### src/rtl/fp_muldiv_pipe_if.sv
// rtl/fp_muldiv_pipe_if.sv - operand issue / result writeback bundle for fp_muldiv_pipe
//
// Signals:
//   in_valid/in_ready   operand handshake (issuer -> unit)
//   sel                 0 = multiply a*b, 1 = divide a/b
//   a, b                operands {sign, exp, frac}, W bits
//   out_valid/out_ready result handshake (unit -> consumer)
//   R                   result, W bits
//   io/dz/of/uf/i_flag  invalid, divide-by-zero, overflow, underflow, inexact
// Modports: master = issuer/consumer side, slave = the arithmetic unit.
interface fp_muldiv_pipe_if #(
    parameter int W = 32
);
    logic         in_valid;
    logic         in_ready;
    logic         sel;
    logic [W-1:0] a;
    logic [W-1:0] b;
    logic         out_valid;
    logic         out_ready;
    logic [W-1:0] R;
    logic         io_flag;
    logic         dz_flag;
    logic         of_flag;
    logic         uf_flag;
    logic         i_flag;

    modport master (
        output in_valid, sel, a, b, out_ready,
        input  in_ready, out_valid, R, io_flag, dz_flag, of_flag, uf_flag, i_flag
    );

    modport slave (
        input  in_valid, sel, a, b, out_ready,
        output in_ready, out_valid, R, io_flag, dz_flag, of_flag, uf_flag, i_flag
    );
endinterface

### src/rtl/fp_muldiv_pipe.sv
// rtl/fp_muldiv_pipe.sv - parametrised floating-point multiply / iterative divide unit
//
// Ports:
//   clk   rising-edge clock
//   arst  synchronous active-high reset (wins over en)
//   en    clock enable; 0 freezes all state and outputs
//   bus   fp_muldiv_pipe_if slave: operand handshake, result handshake, exception flags
// One operation in flight. Specials finish in 1 cycle, MUL in 3, DIV in MW+5.
// Subnormal inputs are flushed to signed zero; results that underflow become signed zero.
module fp_muldiv_pipe #(
    parameter int EW = 8,
    parameter int MW = 23
) (
    input  logic            clk,
    input  logic            arst,
    input  logic            en,
    fp_muldiv_pipe_if.slave bus
);
    localparam int W  = 1 + EW + MW;
    localparam int XW = EW + 2;
    localparam int CW = $clog2(MW + 4);
    localparam logic signed [XW-1:0] BIAS  = XW'((1 << (EW - 1)) - 1);
    localparam logic signed [XW-1:0] EMAX  = XW'((1 << EW) - 1);
    localparam logic signed [XW-1:0] E_ONE = XW'(1);
    localparam logic [W-1:0] QNAN = {1'b0, {EW{1'b1}}, 1'b1, {(MW-1){1'b0}}};

    typedef enum logic [1:0] {IDLE, CALC, NORM, DONE} state_t;

    state_t               state;
    logic [CW-1:0]        cnt;
    logic                 op_div;
    logic                 sgn;
    logic signed [XW-1:0] e_r;
    logic [MW:0]          ma, mb;
    logic [2*MW+1:0]      prod;
    logic [MW+2:0]        q;
    logic [MW+1:0]        rem;
    logic [W-1:0]         r_r;
    logic [4:0]           fl_r;     // {io, dz, of, uf, i}
    logic                 in_ready_r, out_valid_r;

    // ---------------- operand classing ----------------
    logic          sa, sb, s_in;
    logic [EW-1:0] ea, eb;
    logic [MW-1:0] fa, fb;
    logic a_zero, b_zero, a_inf, b_inf, a_nan, b_nan, a_snan, b_snan;

    assign {sa, ea, fa} = bus.a;
    assign {sb, eb, fb} = bus.b;
    assign s_in   = sa ^ sb;
    assign a_zero = (ea == '0);
    assign b_zero = (eb == '0);
    assign a_inf  = (ea == '1) && (fa == '0);
    assign b_inf  = (eb == '1) && (fb == '0);
    assign a_nan  = (ea == '1) && (fa != '0);
    assign b_nan  = (eb == '1) && (fb != '0);
    assign a_snan = a_nan && !fa[MW-1];
    assign b_snan = b_nan && !fb[MW-1];

    // ---------------- special-operand result ----------------
    logic         sp_hit, sp_io, sp_dz;
    logic [W-1:0] sp_r;

    always_comb begin
        sp_hit = 1'b1;
        sp_io  = 1'b0;
        sp_dz  = 1'b0;
        sp_r   = '0;
        if (a_nan || b_nan) begin
            sp_r  = QNAN;
            sp_io = a_snan || b_snan;
        end else if ((!bus.sel && ((a_zero && b_inf) || (a_inf && b_zero))) ||
                     (bus.sel && ((a_inf && b_inf) || (a_zero && b_zero)))) begin
            sp_r  = QNAN;
            sp_io = 1'b1;
        end else if (a_inf || (!bus.sel && b_inf)) begin
            sp_r = {s_in, {EW{1'b1}}, {MW{1'b0}}};
        end else if (bus.sel && b_zero) begin
            // a is finite and nonzero here
            sp_r  = {s_in, {EW{1'b1}}, {MW{1'b0}}};
            sp_dz = 1'b1;
        end else if ((bus.sel && b_inf) || a_zero || b_zero) begin
            sp_r = {s_in, {(W-1){1'b0}}};
        end else begin
            sp_hit = 1'b0;
        end
    end

    logic signed [XW-1:0] xa, xb, e_in;
    assign xa   = {2'b00, ea};
    assign xb   = {2'b00, eb};
    assign e_in = bus.sel ? (xa - xb + BIAS) : (xa + xb - BIAS);

    // ---------------- restoring divide step ----------------
    logic          rem_ge;
    logic [MW+1:0] rem_sub;
    assign rem_ge  = (rem >= {1'b0, mb});
    assign rem_sub = rem_ge ? (rem - {1'b0, mb}) : rem;

    // ---------------- normalise and round ----------------
    logic [MW-1:0]        nm_frac, rnd_frac;
    logic                 g, rr, st, inc;
    logic [MW+1:0]        sum;
    logic signed [XW-1:0] e_n;

    always_comb begin
        nm_frac = '0;
        g       = 1'b0;
        rr      = 1'b0;
        st      = 1'b0;
        e_n     = e_r;
        if (op_div) begin
            if (q[MW+2]) begin
                nm_frac = q[MW+1:2];
                g       = q[1];
                rr      = q[0];
            end else begin
                // the true round bit is gone; the remainder sticky keeps R|S exact
                nm_frac = q[MW:1];
                g       = q[0];
                e_n     = e_r - E_ONE;
            end
            st = (rem != '0);
        end else begin
            if (prod[2*MW+1]) begin
                nm_frac = prod[2*MW:MW+1];
                g       = prod[MW];
                rr      = prod[MW-1];
                st      = |prod[MW-2:0];
                e_n     = e_r + E_ONE;
            end else begin
                nm_frac = prod[2*MW-1:MW];
                g       = prod[MW-1];
                rr      = prod[MW-2];
                st      = |prod[MW-3:0];
            end
        end
        inc      = g & (rr | st | nm_frac[0]);
        sum      = {2'b01, nm_frac} + {{(MW+1){1'b0}}, inc};
        rnd_frac = sum[MW-1:0];
        if (sum[MW+1]) begin
            rnd_frac = sum[MW:1];
            e_n      = e_n + E_ONE;
        end
    end

    // ---------------- control and state ----------------
    always_ff @(posedge clk) begin
        if (arst) begin
            state       <= IDLE;
            cnt         <= '0;
            op_div      <= 1'b0;
            sgn         <= 1'b0;
            e_r         <= '0;
            ma          <= '0;
            mb          <= '0;
            prod        <= '0;
            q           <= '0;
            rem         <= '0;
            r_r         <= '0;
            fl_r        <= '0;
            in_ready_r  <= 1'b1;
            out_valid_r <= 1'b0;
        end else if (en) begin
            case (state)
                IDLE: begin
                    if (bus.in_valid && in_ready_r) begin
                        op_div     <= bus.sel;
                        sgn        <= s_in;
                        e_r        <= e_in;
                        ma         <= {1'b1, fa};
                        mb         <= {1'b1, fb};
                        rem        <= {2'b01, fa};
                        q          <= '0;
                        in_ready_r <= 1'b0;
                        if (sp_hit) begin
                            r_r         <= sp_r;
                            fl_r        <= {sp_io, sp_dz, 3'b000};
                            out_valid_r <= 1'b1;
                            state       <= DONE;
                        end else begin
                            cnt   <= bus.sel ? CW'(MW + 3) : CW'(1);
                            state <= CALC;
                        end
                    end
                end
                CALC: begin
                    if (op_div) begin
                        q   <= {q[MW+1:0], rem_ge};
                        rem <= {rem_sub[MW:0], 1'b0};
                    end else begin
                        prod <= {{(MW+1){1'b0}}, ma} * {{(MW+1){1'b0}}, mb};
                    end
                    cnt <= cnt - CW'(1);
                    if (cnt == CW'(1))
                        state <= NORM;
                end
                NORM: begin
                    if (e_n >= EMAX) begin
                        r_r  <= {sgn, {EW{1'b1}}, {MW{1'b0}}};
                        fl_r <= 5'b00101;
                    end else if (e_n < E_ONE) begin
                        r_r  <= {sgn, {(W-1){1'b0}}};
                        fl_r <= 5'b00011;
                    end else begin
                        r_r  <= {sgn, e_n[EW-1:0], rnd_frac};
                        fl_r <= {4'b0000, g | rr | st};
                    end
                    out_valid_r <= 1'b1;
                    state       <= DONE;
                end
                DONE: begin
                    if (bus.out_ready) begin
                        out_valid_r <= 1'b0;
                        in_ready_r  <= 1'b1;
                        state       <= IDLE;
                    end
                end
                default: state <= IDLE;
            endcase
        end
    end

    assign bus.in_ready  = in_ready_r;
    assign bus.out_valid = out_valid_r;
    assign bus.R         = r_r;
    assign {bus.io_flag, bus.dz_flag, bus.of_flag, bus.uf_flag, bus.i_flag} = fl_r;
endmodule

### src/flat_wrapper.sv
// flat-port wrapper written by rule: the top's interface ports become plain ports
module fp_muldiv_pipe_flat 
#(
    parameter int EW = 8,
    parameter int MW = 23
)
  (clk, arst, en, bus_in_valid, bus_sel, bus_a, bus_b, bus_out_ready, bus_in_ready, bus_out_valid, bus_R, bus_io_flag, bus_dz_flag, bus_of_flag, bus_uf_flag, bus_i_flag);
  fp_muldiv_pipe_if #(.W(32)) bus_i ();
  input  logic clk;
  input  logic arst;
  input  logic en;
  input wire logic [$bits(bus_i.in_valid)-1:0] bus_in_valid;
  input wire logic [$bits(bus_i.sel)-1:0] bus_sel;
  input wire logic [$bits(bus_i.a)-1:0] bus_a;
  input wire logic [$bits(bus_i.b)-1:0] bus_b;
  input wire logic [$bits(bus_i.out_ready)-1:0] bus_out_ready;
  output wire logic [$bits(bus_i.in_ready)-1:0] bus_in_ready;
  output wire logic [$bits(bus_i.out_valid)-1:0] bus_out_valid;
  output wire logic [$bits(bus_i.R)-1:0] bus_R;
  output wire logic [$bits(bus_i.io_flag)-1:0] bus_io_flag;
  output wire logic [$bits(bus_i.dz_flag)-1:0] bus_dz_flag;
  output wire logic [$bits(bus_i.of_flag)-1:0] bus_of_flag;
  output wire logic [$bits(bus_i.uf_flag)-1:0] bus_uf_flag;
  output wire logic [$bits(bus_i.i_flag)-1:0] bus_i_flag;
  assign bus_i.in_valid = bus_in_valid;
  assign bus_i.sel = bus_sel;
  assign bus_i.a = bus_a;
  assign bus_i.b = bus_b;
  assign bus_i.out_ready = bus_out_ready;
  assign bus_in_ready = bus_i.in_ready;
  assign bus_out_valid = bus_i.out_valid;
  assign bus_R = bus_i.R;
  assign bus_io_flag = bus_i.io_flag;
  assign bus_dz_flag = bus_i.dz_flag;
  assign bus_of_flag = bus_i.of_flag;
  assign bus_uf_flag = bus_i.uf_flag;
  assign bus_i_flag = bus_i.i_flag;
  fp_muldiv_pipe #(.EW(EW), .MW(MW)) u_core (.clk(clk), .arst(arst), .en(en), .bus(bus_i));
endmodule
### config.mk
export PLATFORM = sky130hd
export DESIGN_NAME = fp_muldiv_pipe_flat
export DESIGN_NICKNAME = d
export VERILOG_FILES = /design/src/rtl/fp_muldiv_pipe_if.sv /design/src/rtl/fp_muldiv_pipe.sv /design/src/flat_wrapper.sv
export SDC_FILE = /design/constraint.sdc
export NUM_CORES = 2
export LEC_CHECK = 0
export ABC_AREA = 1
export CAP_MARGIN = 0
export CELL_PAD_IN_SITES_DETAIL_PLACEMENT = 0
export CELL_PAD_IN_SITES_GLOBAL_PLACEMENT = 1
export CORE_MARGIN = 2
export CORE_UTILIZATION = 47
export CTS_CLUSTER_DIAMETER = 150
export CTS_CLUSTER_SIZE = 20
export DETAILED_ROUTE_END_ITERATION = 10
export GPL_ROUTABILITY_DRIVEN = 0
export PLACE_DENSITY_LB_ADDON = 0.15
export SYNTH_ARGS = -nofsm -noshare
export SYNTH_HDL_FRONTEND = slang
export SYNTH_SLANG_ARGS = --single-unit
### constraint.sdc
create_clock -name clk -period 7.8 [get_ports clk]
set_clock_uncertainty 0.2 [all_clocks]
set_input_delay 1.95 -clock clk [delete_from_list [all_inputs] [get_ports clk]]
set_output_delay 1.95 -clock clk [all_outputs]
set_load 0.01 [all_outputs]
==> results.sh <==
export IMPL_dieWidth_um=268
export IMPL_muxShareOfSynthArea=0.000305
export IMPL_drtAntennaViolNets=0
export IMPL_seq_area_frac_synth=0.124
export IMPL_ios=109
export IMPL_worstPathRequired_ps=8020
export IMPL_status="finished clean"
export IMPL_vias_per_cell=5.09
export IMPL_synth_top_family_by_area="adder cells"
export IMPL_hp_class="reg2reg"
export IMPL_yosys_warnings=0
export IMPL_cts_buffers=14
export IMPL_total_power_mw=4.42
export IMPL_final_common_cell="inv_1"
export IMPL_power_density_mw_per_mm2=125
export IMPL_fmax_mhz=136
export IMPL_grt_antenna_before_repair=3
export IMPL_p_leak_nw=19.1
export IMPL_max_slew_margin_rel=0.281
export IMPL_irDropWorstVdd_v=0.000153
export IMPL_vias=28300
export IMPL_synth_edf_count=0
export IMPL_syn_area_per_cell_um2=7.07
export IMPL_ys_types=58
export IMPL_grt_max_degree=75
export IMPL_syn_cell_area_mm2=0.0328
export IMPL_synthAdderAreaFrac=0.382
export IMPL_drc=0
export IMPL_clkSlewWorstSetupHoldPaths_ps=90
export IMPL_synth_compound_area_frac=0.105
export IMPL_rsz0062_at_grt="no"
export IMPL_nFillCells=7103
export IMPL_cts_htree_levels=1
export IMPL_ctsLongestPathBuffers=3
export IMPL_cts_num_sinks=204
export IMPL_placed_area_mm2=0.0349
export IMPL_post_cts_buffers=0
export IMPL_insertion_delay_ps=530
export IMPL_startpoint_type="register"
export IMPL_grt_pass1_vias=29100
export IMPL_clock_root_buffer="clkbuf_16"
export IMPL_firstDrtPassIters=7
export IMPL_cts_hold_buffers=0
export IMPL_rows=96
export IMPL_critPathMaxFanout=14
export IMPL_grt_use_total=0.283
export IMPL_finalSetupTns_ps=0
export IMPL_yosys_area_share_simple=0.207
export IMPL_fin_area_mm2=0.0353
export IMPL_endpoint_kind="register"
export IMPL_synth_xor_area_frac=0.0213
export IMPL_area_growth_pct=7.53
export IMPL_overflow=0
export IMPL_setup_viol=0
export IMPL_drv_slew=0
export IMPL_drv_cap=0
export IMPL_hold_viol=0
export IMPL_cp_arrival_ps=7570
export IMPL_layout_drive_gt1_share=0.0387
export IMPL_cts_tree="yes"
export IMPL_start_util=0.477
export IMPL_async_reset_ff_frac=0
export IMPL_finalCritPeriodShare=0.942
export IMPL_worst_slew_pin_slew_ps=1080
export IMPL_wl_um=97900
export IMPL_fin_nets=5411
export IMPL_wl_per_cell_um=17.6
export IMPL_die_area_mm2=0.0720
export IMPL_grt_pass1_wl_um=160000
export IMPL_path_class="reg2reg"
export IMPL_fin_crit_ps=7350
export IMPL_dp_hpwl_um=80300
export IMPL_die_h_um=268
export IMPL_synthesis_nets=5425
export IMPL_ys_ff_latch=204
export IMPL_synth_top_flop_cell="dfxtp_1"
export IMPL_r2r_setup_slack_ps=450
export IMPL_drtIter0Drc=1921
export IMPL_coreArea_mm2=0.0688
export IMPL_io_buffers=108
export IMPL_final_cell_mix="1,115 x inv_1, 1,081 x nand2_1, 485 x fa_1"
export IMPL_synthCells=4643
[metrics by stage]
stage | setup slack (ps) | hold WS (ps) | utilization | instances
after floorplan | 1170 | 229 | - | 4643
after global placement | 447 | 237 | 0.507 | 5544
after detailed placement | 462 | 241 | 0.507 | 5544
after CTS | 422 | 261 | 0.513 | 5561
after global routing | 25.4 | 286 | 0.513 | 5561
final | 452 | 256 | 0.513 | 5563
[routing by layer]
metal	vias to the layer above	GRT usage	wire (um)
met5	-	0	20
met4	2	0.0806	2790
met3	114	0.0373	5370
met2	685	0.485	46700
met1	13700	0.374	43100
li1	13900	-	-
[worst max-delay path, stage by stage (launching register included)]
cell and delay [ps]:
dfxtp_1 820, buf_4 330, nand2_1 70, inv_1 80
fa_1 430, fa_1 560, inv_1 60, fa_1 530
inv_1 50, fa_1 440, fa_1 480, fa_1 540
inv_1 50, fa_1 470, inv_1 40, ha_1 340
nand2_1 110, o21ai_0 330, a21oi_1 190, nand2_1 130
a21oi_1 70, o21ai_0 320, a21o_1 210, nand3_1 100
nand3_1 90, nand3_1 80, nand2_1 90, inv_1 30
[repair_timing]
| action | CTS | global route |
|---|---|---|
| endpoints found under the setup margin | 0 | 5 |
| hold endpoints to repair | 0 | 0 |
| resized for setup | 0 | 3 |
[sequential cells by signal, summed over array words and instances, names as in the netlist, 2 cells and up]
register / cells
u_core.state: 2
u_core.prod: 48
u_core.ma: 23
u_core.q: 26
u_core.rem: 25
u_core.fl_r: 5
u_core.bus.R: 32
u_core.e_r: 10
u_core.cnt: 5
u_core.mb: 24
[cell families (layout without fill, tap and decap cells)]
kind of cell	count (synthesis)	after routing
simple gates	1646	1646
buf+inv	1369	1356
fa+ha+maj	712	712
compound gates	631	631
flops	204	204
xor+xnor	80	80
mux	1	1
other cells	0	2
[where the power goes]
part	internal (mW)	total [mW]	switching (mW)	leakage [nW]
registers	1.12	1.29	0.168	1.66
logic	0.804	2.32	1.52	17.2
clock network	0.382	0.808	0.426	0.206
total	2.31	4.42	2.11	19.1
[final timing paths]
kind                                         to      startpoint  cells past startpoint
worst max register to register  u_core.prod[42]    u_core.mb[2]                     27
worst min register to register   u_core.fl_r[3]  u_core.fl_r[3]                      2
worst max-delay path            u_core.prod[42]    u_core.mb[2]                     27
worst min-delay path             u_core.fl_r[3]  u_core.fl_r[3]                      2
[synth_stat cells, types with 7 or more instances]
cell      count  area share
nand3_1     144       0.022
nor2_2        7      0.0013
nand2_2      13      0.0025
a21o_1        9      0.0021
o21a_1       11      0.0025
o21bai_1     19      0.0043
nand3b_1      7      0.0016
a21boi_0      8      0.0018
o211ai_1     24      0.0055
nand2_1    1081        0.12
ha_1        227       0.087
o21ai_0     223       0.034
buf_4        13      0.0030
inv_2         9      0.0010
nand4_1      48      0.0091
clkbuf_1    211       0.024
dfxtp_1     204        0.12
xor2_1       52       0.014
nor3_1       28      0.0043
fa_1        485        0.30
nor2_1      275       0.031
xnor2_1      28      0.0075
o221ai_1      7      0.0019
a31oi_1      22      0.0042
nor4_1       16      0.0030
a21oi_1     288       0.044
inv_1      1116        0.13
[layout make-up]
class | instances | area [um2] | share of cell area
diodes | 2 | 5.00 | 0.000142
well taps | 931 | 1160 | 0.0330
clock inverters | 2 | 46.3 | 0.00131
repair buffers | 210 | 1850 | 0.0525
clock buffers | 15 | 375 | 0.0106
flip-flops and latches | 204 | 4090 | 0.116
multi-input cells | 3070 | 23500 | 0.666
inverters | 1129 | 4240 | 0.120
Note: power is estimated with default switching activity, not from simulation.
